--- src/rtl/store_outstanding_limiter.sv ---
// Store outstanding limiter: classifies stores as cached/uncached, caps in-flight
// stores per class and provides a fence drain that blocks new stores until all are acked.
module store_outstanding_limiter #(
  parameter int unsigned       ADDR_W       = 64,
  parameter logic [ADDR_W-1:0] CACHED_BASE  = ADDR_W'(64'h8000_0000),
  parameter logic [ADDR_W-1:0] CACHED_LEN   = ADDR_W'(64'h4000_0000),
  parameter int unsigned       MAX_UNCACHED = 7,
  parameter int unsigned       MAX_CACHED   = 0,
  parameter int unsigned       CNT_W        = 4
) (
  input  logic              clk_i,
  input  logic              rst_i,
  input  logic              req_valid_i,
  output logic              req_ready_o,
  input  logic [ADDR_W-1:0] req_addr_i,
  output logic              req_valid_o,
  input  logic              req_ready_i,
  output logic              req_uncached_o,
  input  logic              rsp_valid_i,
  input  logic              rsp_uncached_i,
  input  logic              fence_i,
  output logic              fence_done_o,
  output logic              busy_o,
  output logic              underflow_o
);

  localparam int unsigned SUM_W = ADDR_W + 1;
  localparam logic [CNT_W-1:0] LIM_U = CNT_W'(MAX_UNCACHED);
  localparam logic [CNT_W-1:0] LIM_C = (MAX_CACHED == 0) ? {CNT_W{1'b1}} : CNT_W'(MAX_CACHED);
  // Region end held one bit wider so BASE+LEN never wraps.
  localparam logic [SUM_W-1:0] REGION_END = SUM_W'(CACHED_BASE) + SUM_W'(CACHED_LEN);

  typedef enum logic [0:0] {S_IDLE, S_DRAIN} state_t;

  state_t           state, state_nxt;
  logic [CNT_W-1:0] cnt_c, cnt_u, cnt_c_nxt, cnt_u_nxt;
  logic [CNT_W-1:0] cls_cnt, cls_lim;
  logic             allow, issue, drain_done, underflow_nxt;
  logic             inc_c, inc_u, dec_c, dec_u;

  assign req_uncached_o = !((CACHED_LEN != '0) && (req_addr_i >= CACHED_BASE) &&
                            (SUM_W'(req_addr_i) < REGION_END));

  // State register
  always_ff @(posedge clk_i) begin
    if (rst_i) begin
      state        <= S_IDLE;
      fence_done_o <= 1'b0;
    end else begin
      state        <= state_nxt;
      fence_done_o <= drain_done;
    end
  end

  // Next-state: drain completes on the edge where both counts become zero
  always_comb begin
    state_nxt  = state;
    drain_done = 1'b0;
    case (state)
      S_IDLE:  if (fence_i) state_nxt = S_DRAIN;
      S_DRAIN: if ((cnt_c_nxt == '0) && (cnt_u_nxt == '0)) begin
        state_nxt  = S_IDLE;
        drain_done = 1'b1;
      end
      default: state_nxt = S_IDLE;
    endcase
  end

  // Output gating uses registered counts only, so rsp_* never reaches ready/valid
  always_comb begin
    cls_cnt     = req_uncached_o ? cnt_u : cnt_c;
    cls_lim     = req_uncached_o ? LIM_U : LIM_C;
    allow       = !rst_i && (state == S_IDLE) && (cls_cnt < cls_lim);
    req_valid_o = req_valid_i & allow;
    req_ready_o = req_ready_i & allow;
  end

  // Counter update; a response to an empty class is dropped and flagged
  always_comb begin
    issue         = req_valid_i & req_ready_o;
    inc_u         = issue & req_uncached_o;
    inc_c         = issue & !req_uncached_o;
    dec_u         = rsp_valid_i & rsp_uncached_i;
    dec_c         = rsp_valid_i & !rsp_uncached_i;
    cnt_u_nxt     = cnt_u;
    cnt_c_nxt     = cnt_c;
    underflow_nxt = underflow_o | (dec_u & (cnt_u == '0)) | (dec_c & (cnt_c == '0));
    if (inc_u && !dec_u)                        cnt_u_nxt = cnt_u + CNT_W'(1);
    else if (!inc_u && dec_u && (cnt_u != '0))  cnt_u_nxt = cnt_u - CNT_W'(1);
    if (inc_c && !dec_c)                        cnt_c_nxt = cnt_c + CNT_W'(1);
    else if (!inc_c && dec_c && (cnt_c != '0))  cnt_c_nxt = cnt_c - CNT_W'(1);
  end

  always_ff @(posedge clk_i) begin
    if (rst_i) begin
      cnt_c       <= '0;
      cnt_u       <= '0;
      busy_o      <= 1'b0;
      underflow_o <= 1'b0;
    end else begin
      cnt_c       <= cnt_c_nxt;
      cnt_u       <= cnt_u_nxt;
      busy_o      <= (cnt_c_nxt != '0) || (cnt_u_nxt != '0);
      underflow_o <= underflow_nxt;
    end
  end

endmodule

--- config.mk ---
export PLATFORM = sky130hd
export DESIGN_NAME = store_outstanding_limiter
export DESIGN_NICKNAME = d
export VERILOG_FILES = /design/src/rtl/store_outstanding_limiter.sv
export SDC_FILE = /design/constraint.sdc
export NUM_CORES = 1
export LEC_CHECK = 0
export ABC_AREA = 1
export BUFFER_PORTS_ARGS = -buffer_cell sky130_fd_sc_hd__buf_4
export CORE_MARGIN = 3
export CORE_UTILIZATION = 45
export DETAILED_ROUTE_END_ITERATION = 6
export PLACE_DENSITY = 0.86
export SYNTH_ARGS = -nofsm -noshare
export SYNTH_HDL_FRONTEND = slang
export SYNTH_SLANG_ARGS = --single-unit
--- constraint.sdc ---
create_clock -name clk_i -period 3.6 [get_ports clk_i]
set_input_delay 0.18 -clock clk_i [delete_from_list [all_inputs] [get_ports clk_i]]
set_output_delay 0.18 -clock clk_i [all_outputs]
set_load 0.02 [all_outputs]
==> flow_metrics.tcl <==
set metrics [dict create \
    status "finished clean" \
    crit_slowest_cell "dfxtp_1" \
    pre_cts_slack_ns 1.46 \
    synth_xor_area_frac 0.0468 \
    final-setup-viol-count 0 \
    vdd_drop_max_mv 0.273 \
    synthTopCellsByArea "dfxtp_1, nand2_1, nor2_1" \
    grt_max_degree 12 \
    crit_fanout 7 \
    synthAdderAreaFrac 0.0445 \
    drive_above_1_share 0.309 \
    placed_area_sq_um 1500 \
    syn_nets 263 \
    final.fill_count 220 \
    finalCriticalPeriod_ns 2.03 \
    synth_top_area_share 0.214 \
    synth_area_sq_um 1120 \
    grt.total_usage 0.177 \
    gp_congestion 0.880 \
    cp_data_arrival_time_ns 2.20 \
    yosysUniqueCellTypes 24 \
    critical_path.reg2reg.startpoint "cnt_c[2]" \
    synth-seq-cells 12 \
    synth_seq_area_share 0.214 \
    startpoint "cnt_c[2]" \
    synthCells 188 \
    antennaDiodeCount 0 \
    die-height_um 56.0 \
    p_leak_nw 0.795 \
    finalClockSkew_ns 0.00207 \
    rsz0062_at_grt "no" \
    clock-root-buffer "clkbuf_4" \
    wl_um 2690 \
    relSlewSlack 0.781 \
    dpl.cell_count 260 \
    area_growth_pct 36.3 \
    clock_path_buffers 2 \
    path_clk_slew_ns 0.07 \
    fin_nets 312 \
    row_count 17 \
    max_freq_mhz 493 \
    timing.critical_path.buf_inv 0 \
    cts_sinks 12 \
    fin_area_sq_um 1530 \
    stdcell_count 264 \
    worstPathCellList "nand3_1, nor2_1, nand3_1, nand2_1, nor2_4, nand4_2, nand2_2, nand2_1, nand2_1, a21oi_1, nand2_1, nor2_2, nand2_1, nand2_1, nand2_1" \
    coreArea_sq_um 2300 \
    avgRoutedWirePerCell_um 10.2 \
    start_kind "register" \
    drv_cap 0 \
    crit_family "simple AND/OR/NAND/NOR gates" \
    whs_ns 0.110 \
    initial_core_util 0.489 \
    hpwl_um 2270 \
    antenna_found_initial 0 \
    tritoncts "yes" \
    avgSynthCellArea_sq_um 5.98 \
    ant_nets 0 \
    slew_viol_final 0 \
    tns_ns 0 \
    holdCritPathClass "primary input to register" \
    required_ns 3.77 \
    fin_crit_sh 0.563 \
    grt_pass1_vias 1095 \
    htree_levels 1 \
    synth_mux_area_frac 0 \
    worstSkewPairLatency_ns 0.27 \
    vias 1255 \
    cp-end-kind "register" \
    hold_viol 0 \
    ctsHoldBuffers 0 \
    yosysWarnings 0 \
    synth-compound-area-share 0.0501 \
    firstDrtPassIters 4 \
    port_buffers 46 \
    drcViolationCount 0 \
    path_class "register to register" \
    pin_count 77 \
    synth_top_family_by_area "simple AND/OR/NAND/NOR gates" \
    power.density_nw_per_um2 261 \
    synth_largest_area_cell "dfxtp_1" \
    worstMarginPinSlew_ns 0.329 \
    dieArea_sq_um 3130 \
    cts_resized 0 \
    cp_slowest_stage_delay_ns 0.48 \
    hp-start "fence_i" \
    crit_top_cell "nand2_1" \
    multi_input_area_sq_um 762 \
    grt_pass1_wl_um 4640 \
    yosys.area_share.simple 0.537 \
    die_x_um 56.0 \
    numCtsBuffers 3 \
    regArea_sq_um 240 \
    worst_slack_ns 1.57 \
    cts_setup_buffers 0 \
    vias_per_cell 4.75 \
    overflow 0 \
    drtIter0Drc 27 \
]
[cell type report]
cell class	instances	share of cell area
tap	28	0.0229
clock buffer	4	0.0237
inverter	30	0.0735
sequential	12	0.157
timing repair buffer	46	0.225
multi-input combinational	144	0.498
[path summary, 6_finish.rpt]
check,end,slack (ns),depth (start not counted)
setup / recovery,state,1.57,15
hold / removal,state,0.11,3
setup reg to reg,state,1.57,15
hold reg to reg,fence_done_o,0.48,2
[registers in the layout, summed over array words and instances, names as in the netlist]
signal / flops
busy_o: 1
cnt_c: 4
cnt_u: 4
fence_done_o: 1
state: 1
underflow_o: 1
[metrics by stage]
stage	total power, mW	utilization
2_1_floorplan	0.237	-
3_3_place_gp	0.294	0.651
3_5_place_dp	0.298	0.651
4_1_cts	0.404	0.667
5_1_grt	0.433	0.667
6_report	0.400	0.667
[per-layer routing]
layer  vias up  part of all wire  GRT usage
li1        679                 -          -
met4         0             0.011     0.0508
met5         -                 0          0
met2        33              0.45      0.289
met1       539              0.48      0.236
met3         4             0.062     0.0348
[synthesized netlist by cell type]
library cell / number
nand3_2: 3
a21oi_1: 8
nand2_2: 3
dfxtp_1: 12
nand2_1: 46
xor2_1: 5
inv_2: 3
nand3_1: 15
ha_1: 4
clkbuf_1: 1
buf_2: 1
o21ai_2: 1
or2_1: 1
clkinv_1: 1
nor2_4: 3
nor2_1: 35
xnor2_1: 1
nor2_2: 6
o31ai_1: 1
nand4_1: 4
inv_1: 26
nor3_1: 3
nand4_2: 4
nand3b_1: 1
[report_power, final]
group / leakage (nW) / internal [mW] / switching (mW)
sequential: 0.0977 / 0.144 / 0.00703
clock: 0.0210 / 0.0615 / 0.0431
combinational: 0.676 / 0.0685 / 0.0759
total: 0.795 / 0.274 / 0.126
[layout by cell type, fill, tap and decap left out, types with 3 or more instances in the layout]
master	count
buf_4	46
ha_1	4
inv_2	3
a21oi_1	8
nand4_1	4
nand2_2	3
nor2_2	6
nand2_1	46
clkbuf_4	3
inv_1	26
nor2_4	3
nor3_1	3
nand3_1	15
dfxtp_1	12
xor2_1	5
nand4_2	4
nor2_1	35
nand3_2	3
[logic make-up after synthesis]
kind of cell    count (synthesis)
compound gates                 10
xor+xnor                        6
fa+ha+maj                       4
buf+inv                        32
flops                          12
simple gates                  124
[worst min-delay path: stages]
cell	delay [ns]
buf_4	0.08
nand2_1	0.04
nand2_1	0.05
No activity file was read; power rests on OpenSTA's default activity.
